**src/rtl/blink_select_controller.sv**
```systemverilog
// rtl/blink_select_controller.sv - blink toggle generator and glitch-free demux select sequencer
//
// Purpose: produces the LED blink toggle and the 1-to-4 demux select. Both
//   switches are synchronized and debounced. The select only changes while
//   the toggle is low, and each newly selected LED starts with a full off
//   half-period.
// Ports:
//   i_Clk       in   1  system clock
//   i_Rst       in   1  synchronous, active-high reset
//   i_Switch_1  in   1  raw switch, select bit 0
//   i_Switch_2  in   1  raw switch, select bit 1
//   i_Enable    in   1  1 = blink, 0 = hold toggle low
//   o_Toggle    out  1  blink data to demux
//   o_Sel       out  2  demux select {sw2,sw1}
//   o_Busy      out  1  select change pending (DRAIN/HANDOVER)

module blink_select_controller #(
  parameter int CLKS_PER_HALF_PERIOD = 12_500_000,
  parameter int DEBOUNCE_LIMIT       = 250_000
) (
  input  logic       i_Clk,
  input  logic       i_Rst,
  input  logic       i_Switch_1,
  input  logic       i_Switch_2,
  input  logic       i_Enable,
  output logic       o_Toggle,
  output logic [1:0] o_Sel,
  output logic       o_Busy
);

  localparam int CW = (CLKS_PER_HALF_PERIOD > 1) ? $clog2(CLKS_PER_HALF_PERIOD) : 1;
  localparam int DW = (DEBOUNCE_LIMIT > 1) ? $clog2(DEBOUNCE_LIMIT) : 1;
  localparam logic [CW-1:0] HP_LAST = CW'(CLKS_PER_HALF_PERIOD - 1);
  localparam logic [DW-1:0] DB_LAST = DW'(DEBOUNCE_LIMIT - 1);

  typedef enum logic [1:0] {
    ST_IDLE     = 2'd0,
    ST_BLINK    = 2'd1,
    ST_DRAIN    = 2'd2,
    ST_HANDOVER = 2'd3
  } state_t;

  // Switch synchronizers and debouncers; bit 0 = switch 1, bit 1 = switch 2.
  logic [1:0]         sw_meta;
  logic [1:0]         sw_sync;
  logic [1:0]         sw_db;
  logic [1:0][DW-1:0] db_cnt;
  logic [1:0]         req;

  state_t        state;
  state_t        state_nxt;
  logic [CW-1:0] hp_cnt;
  logic [CW-1:0] hp_cnt_nxt;
  logic          tick;
  logic          toggle_nxt;
  logic [1:0]    sel_nxt;
  logic          busy_nxt;

  always_ff @(posedge i_Clk) begin
    if (i_Rst) begin
      sw_meta <= '0;
      sw_sync <= '0;
      sw_db   <= '0;
      db_cnt  <= '0;
    end else begin
      sw_meta <= {i_Switch_2, i_Switch_1};
      sw_sync <= sw_meta;
      for (int i = 0; i < 2; i++) begin
        // Any agreeing cycle restarts the count, so only a steady level is accepted.
        if (sw_sync[i] == sw_db[i]) begin
          db_cnt[i] <= '0;
        end else if (db_cnt[i] == DB_LAST) begin
          sw_db[i]  <= sw_sync[i];
          db_cnt[i] <= '0;
        end else begin
          db_cnt[i] <= db_cnt[i] + 1'b1;
        end
      end
    end
  end

  assign req  = sw_db;
  assign tick = (hp_cnt == HP_LAST);

  // State register
  always_ff @(posedge i_Clk) begin
    if (i_Rst) begin
      state <= ST_IDLE;
    end else begin
      state <= state_nxt;
    end
  end

  // Next-state logic
  always_comb begin
    state_nxt = state;
    case (state)
      ST_IDLE: begin
        if (i_Enable) state_nxt = ST_BLINK;
      end
      ST_BLINK: begin
        if (!i_Enable)          state_nxt = ST_IDLE;
        else if (req != o_Sel)  state_nxt = ST_DRAIN;
      end
      ST_DRAIN: begin
        if (!i_Enable)                state_nxt = ST_IDLE;
        else if (!o_Toggle || tick)   state_nxt = ST_HANDOVER;
      end
      ST_HANDOVER: begin
        if (!i_Enable) state_nxt = ST_IDLE;
        else           state_nxt = ST_BLINK;
      end
      default: state_nxt = ST_IDLE;
    endcase
  end

  // Output logic: next values of the registered outputs and the half-period counter
  always_comb begin
    toggle_nxt = o_Toggle;
    sel_nxt    = o_Sel;
    hp_cnt_nxt = hp_cnt;
    case (state)
      ST_IDLE: begin
        // Toggle is already low, so the select can follow the switches directly.
        toggle_nxt = 1'b0;
        hp_cnt_nxt = '0;
        sel_nxt    = req;
      end
      ST_BLINK: begin
        hp_cnt_nxt = tick ? '0 : hp_cnt + 1'b1;
        if (tick) toggle_nxt = ~o_Toggle;
      end
      ST_DRAIN: begin
        // Only the falling half of a tick is honoured; the toggle never rises here.
        hp_cnt_nxt = tick ? '0 : hp_cnt + 1'b1;
        if (tick) toggle_nxt = 1'b0;
      end
      ST_HANDOVER: begin
        // Latest request wins, and the counter restarts so the new LED gets a full off period.
        sel_nxt    = req;
        hp_cnt_nxt = '0;
        toggle_nxt = 1'b0;
      end
      default: begin
        toggle_nxt = 1'b0;
        hp_cnt_nxt = '0;
      end
    endcase
    if (state != ST_IDLE && !i_Enable) begin
      toggle_nxt = 1'b0;
      hp_cnt_nxt = '0;
    end
    busy_nxt = (state_nxt == ST_DRAIN) || (state_nxt == ST_HANDOVER);
  end

  always_ff @(posedge i_Clk) begin
    if (i_Rst) begin
      o_Toggle <= 1'b0;
      o_Sel    <= 2'b00;
      o_Busy   <= 1'b0;
      hp_cnt   <= '0;
    end else begin
      o_Toggle <= toggle_nxt;
      o_Sel    <= sel_nxt;
      o_Busy   <= busy_nxt;
      hp_cnt   <= hp_cnt_nxt;
    end
  end

endmodule

```
**config.mk**
```make
export PLATFORM = sky130hd
export DESIGN_NAME = blink_select_controller
export DESIGN_NICKNAME = d
export VERILOG_FILES = /design/src/rtl/blink_select_controller.sv
export SDC_FILE = /design/constraint.sdc
export NUM_CORES = 1
export LEC_CHECK = 0
export CORE_MARGIN = 2
export CORE_UTILIZATION = 57
export DETAILED_ROUTE_END_ITERATION = 8
export DONT_BUFFER_PORTS = 1
export HOLD_SLACK_MARGIN = 0.15
export PLACE_DENSITY = 0.73
export RECOVER_POWER = 25
export SYNTH_ARGS = -nofsm -noshare
export SYNTH_HDL_FRONTEND = slang
export SYNTH_SLANG_ARGS = --single-unit
```
**constraint.sdc**
```tcl
create_clock -name i_Clk -period 1.8 [get_ports i_Clk]
set_clock_uncertainty 0.05 [all_clocks]
set_input_delay 0.36 -clock i_Clk [delete_from_list [all_inputs] [get_ports i_Clk]]
set_output_delay 0.36 -clock i_Clk [all_outputs]
set_load 0.005 [all_outputs]
```
======== Yosys cells after proc, flatten, opt, wreduce, memory -nomap -nowiden ========
Cells that the tools add are included.
storage, ports and cells
  flip-flop bits (word level) ............. 72
  input port bits ......................... 5
  output and inout bits ................... 4
cells by class
  add/sub/neg operators ................... 3
  equal/unequal tests ..................... 13
  multiplexer cells ....................... 12
  bitwise logic cells ..................... 3
  reduce and logical (&&, ||, !) cells .... 15
operators with widths
  kind                                                                    number
  24-bit case mux with 2 select lines                                     1
  18-bit by 1-bit adder with 18-bit output (second input constant)        2
  18-bit equality test (second input constant)                            2
  24-bit by 1-bit adder with 24-bit output (second input constant)        1
  24-bit equality test (second input constant)                            1
  24-bit 2-to-1 mux                                                       1
  2-bit 2-to-1 mux                                                        5
  2-bit equality test (second input constant)                             4
  2-bit case mux with 4 select lines                                      1
  2-bit AND reduction                                                     3
  2-bit OR reduction                                                      3
  3-bit OR reduction                                                      2
  2-bit != test (second input constant)                                   2
  1-bit 2-to-1 mux                                                        3
  1-bit NOT                                                               3
  1-bit case mux with 3 select lines                                      1
  1-bit equality test                                                     2
  2-bit by 1-bit equality test with 1-bit output (second input constant)  1
  1-bit logical NOT                                                       2
  2-bit logical NOT                                                       1
  1-bit logical OR                                                        2
  2-bit != test                                                           1
  2-bit nonzero test                                                      1
  1-bit logical AND                                                       1

======== Depth between registers and ports, before layout ========
  depth in word-level cells ............... 7
  depth in mapped cells ................... 8
  depth with buffers taken out ............ 6

======== Least setup slack after synthesis ========
No wires, ideal clock.
  kind .................................... reg-to-reg
  start point ............................. register db_cnt[13] in the netlist's numbering
  end point ............................... register db_cnt[16] in the netlist's numbering
  setup time .............................. 0.115 ns
  arrival time ............................ 1.787 ns
  data required time ...................... 1.635 ns
  slack ................................... -0.151 ns
  stages on the path, launching flop included .. 6
  path buffers ............................ 1
  clock period less this slack ............ 1.951 ns
  cell sequence ........................... dfxtp_1 -> or4_1 -> or4_4 -> o21ai_4 -> buf_6 -> nor2_1
on the way
  cells in the longest elaborated chain, start to end .. 2
ends and longest elaborated chain
  what                                                                                              RTL line  source
  start: declaration                                                                                47        logic [1:0][DW-1:0] db_cnt;
  start signal: indexed assignment                                                                  76        db_cnt[i] <= db_cnt[i] + 1'b1;
  parallel branches: the longest is 2 deep, another holds 18-bit by 1-bit adder with 18-bit output  -
Several ways; the timed one is not identified.
A chain may end at the register's enable or synchronous reset.

======== Final worst setup path ========
  start point ............................. register db_cnt[8] in the netlist's numbering
  end point ............................... register sw_db[0] (netlist: req[0])
on the way
  cells in the longest elaborated chain, start to end .. 2
ends and longest elaborated chain
  what                            RTL line  source
  18-bit equality test            72        end else if (db_cnt[i] == DB_LAST) begin
  2-bit AND reduction (no line)   -
  end signal: indexed assignment  73        sw_db[i] <= sw_sync[i];
  end: declaration                46        logic [1:0] sw_db;
Every way passes these cells.

==> results.py <==
metrics = {
    "status": {
        "status": "finished, violations left",
        "violations": "setup timing",
    },
    "clocking": {
        "htree_levels": 3,
        "cts_sinks": 71,
        "path_clk_slew_ns": 0.07,
        "cts_buffers": 9,
        "worst_skew_pair.late_latency_ns": 0.35,
        "root_buffer": "clkbuf_8",
        "clk_path_buf_depth": 2,
        "cts_tree": "done",
    },
    "finish": {
        "register_area_sq_mm": 0.00145,
        "area_growth_pct": 27.2,
        "diodes": 0,
        "mostFrequentLayoutCells": "dfxtp_1 (53), nor2_1 (49), buf_4 (36)",
        "multiInputGateArea_sq_mm": 0.00194,
        "layout_commonest_cell": "dfxtp_1",
        "final_core_util": 0.757,
        "n_fill_cell": 406,
        "nNetsFinal": 442,
        "drive_gt1_frac": 0.258,
    },
    "timing": {
        "max_slew_margin": 0.645,
        "worst_pin_slew_ns": 0.528,
        "max_freq_mhz": 515,
        "min_period_over_period": 1.08,
        "timing.final.hold_violations": 0,
        "rsz0062_at_grt": "yes",
        "setup_violations": 31,
        "whs_ns": 0.0202,
        "slew_violations": 0,
        "layout_setup_ws_ns": -0.144,
        "min_period_ns": 1.94,
    },
    "placed_design": {
        "gp_congestion": 0.822,
        "portBuffers": 0,
        "dp_hpwl_um": 4650,
    },
    "floorplanning": {
        "rows": 27,
        "die_area_sq_mm": 0.00640,
        "core-area_sq_mm": 0.00554,
        "ios": 9,
        "start_util": 0.595,
        "die_h_um": 80.0,
        "die_w_um": 80.0,
    },
    "worst_setup_path": {
        "reg2regPathDepth": 4,
        "r2r-start": "db_cnt[8]",
        "path_max_fanout": 3,
        "cp-start-kind": "flip-flop",
        "ff2ff_setup_slack_ns": -0.14,
        "worstSetupEndpointType": "flip-flop",
        "r2r_end": "req[0]",
        "critPathRequiredTime_ns": 2.04,
        "worstPathArrival_ns": 2.18,
        "crit_type": "reg -> reg",
    },
    "detailed_routing": {
        "ant_nets": 0,
        "first_iter_violations": 77,
        "wl_per_cell_um": 14.7,
        "drtPass1Iterations": 4,
        "routed_wl_um": 7440,
        "vias": 2890,
        "drc": 0,
        "drt-vias-per-instance": 5.71,
    },
    "worst_hold_path": {
        "holdPathStages": 1,
        "hold_end": "req[0]",
        "holdCritPathClass": "in -> reg",
        "hold_start": "i_Rst",
    },
    "logic_synthesis": {
        "avgSynthCellArea_sq_um": 8.72,
        "yosysSeqAreaShare": 0.431,
        "synth_cell_types": 45,
        "synth_area_leader_cell": "dfxtp_1",
        "ys_ff_latch": 71,
        "synth_async_sr_flop_share": 0,
        "synth_enable_flop_cells": 0,
        "syn_nets": 391,
        "synth_cells": 378,
        "synth_top_area_share": 0.431,
        "ys_top_cells_by_area": "dfxtp_1 (43%), xnor2_1 (8.0%), nor2_1 (6.6%)",
        "yosysWarnings": 0,
        "synth_flop_cell": "dfxtp_1",
        "netlist_area_sq_mm": 0.00329,
    },
    "pwr": {
        "vdd_drop_max_mv": 0.615,
        "cellPowerDensity_mw_per_mm2": 685,
        "leakage_nw": 1.36,
    },
    "flow_run": {
        "cap_violations": 0,
    },
    "global_route": {
        "antenna_found_initial": 0,
        "grt_pass1_wl_um": 11700,
        "track_usage": 0.232,
        "grt_start_max_net_pins": 25,
        "overflow": 0,
        "first_global_vias": 2747,
    },
}
report_power, final:
part           internal (mW)  switching [mW]
sequential              1.58          0.0120
clock                  0.572           0.592
combinational         0.0605          0.0554
total                   2.21           0.659
how the worst max path moves through the flow:
stage	slack (ns)	start	endpoint
2_1_floorplan	-0.15	db_cnt[8]	db_cnt[8]
3_3_place_gp	-0.1	db_cnt[8]	req[0]
3_5_place_dp	-0.15	db_cnt[8]	req[0]
4_1_cts	-0.15	db_cnt[8]	req[0]
5_1_grt	-0.18	db_cnt[8]	req[0]
6_report	-0.14	db_cnt[8]	req[0]
cell type report:
type,instances,area share
repair buffers,51,0.113
well taps,72,0.0215
clock buffers,11,0.0361
flip-flops and latches,71,0.345
inverters,15,0.0134
clock inverters,5,0.00746
multi-input cells,281,0.463
timing repair:
item,in CTS,in global routing
setup endpoints to repair,22,55
hold endpoints to repair,11,3
hold buffers,8,1
buffers inserted,0,0
resized for setup,2,48
cloned,0,2
pin swaps,0,10
layer usage:
metal  up-vias  part of all wire  global-route usage
met5         -                 0                   0
met4         0             0.020               0.117
met3        11             0.034              0.0464
met2        39              0.50               0.397
met1      1396              0.45               0.274
li1       1444                 -                   -
worst max-delay path, cell delays in order (launching register included):
cell     delay [ns]
dfxtp_2        0.32
or4b_1         0.51
or4_4          0.55
or3_4          0.34
a21oi_2        0.11
stage by stage:
stage / setup WS (ns) / std cells / cell area, sq um / TNS (ns) / power [mW]
finish: -0.144 / 506 / 4190 / -2.77 / 2.87
floorplan: -0.150 / 378 / 3320 / -1.74 / 1.70
global placement: -0.0980 / 480 / 3700 / -1.62 / 1.72
global route: -0.181 / 506 / 4190 / -4.20 / 2.98
CTS: -0.150 / 504 / 3980 / -2.08 / 2.89
detailed placement: -0.148 / 480 / 3700 / -2.08 / 1.72
cell usage after synthesis, types with 2 or more instances:
cell / instances
dfxtp_1: 71
nor2_1: 58
xnor2_1: 30
a21oi_1: 20
nand2_1: 19
nand3_1: 19
inv_1: 15
or3_1: 14
nand4_1: 12
o21ai_0: 12
nor4_1: 11
or4_1: 11
xor2_1: 11
clkbuf_1: 8
ha_1: 8
o31ai_1: 8
and4_1: 6
nor3_1: 6
mux2i_1: 4
nor2b_1: 4
and2_1: 2
and3_1: 2
nand3b_1: 2
nand4_2: 2
nor3b_1: 2
nor4bb_1: 2
sequential cells by signal, summed over array words and instances, names as in the netlist:
| name | cells |
|---|---|
| req | 2 |
| o_Sel | 2 |
| state | 2 |
| hp_cnt | 24 |
| o_Toggle | 1 |
| sw_sync | 2 |
| db_cnt | 36 |
| sw_meta | 2 |
cells by family after synthesis:
kind of cell	synth area share
multiplexers	0.0122
XOR/XNOR	0.109
AO/OA/AOI/OAI	0.0942
AND/OR/NAND/NOR	0.291
adder cells (fa/ha/maj)	0.0304
buffers and inverters	0.0323
flip-flops	0.431
No activity file was read; power rests on OpenSTA's default activity.
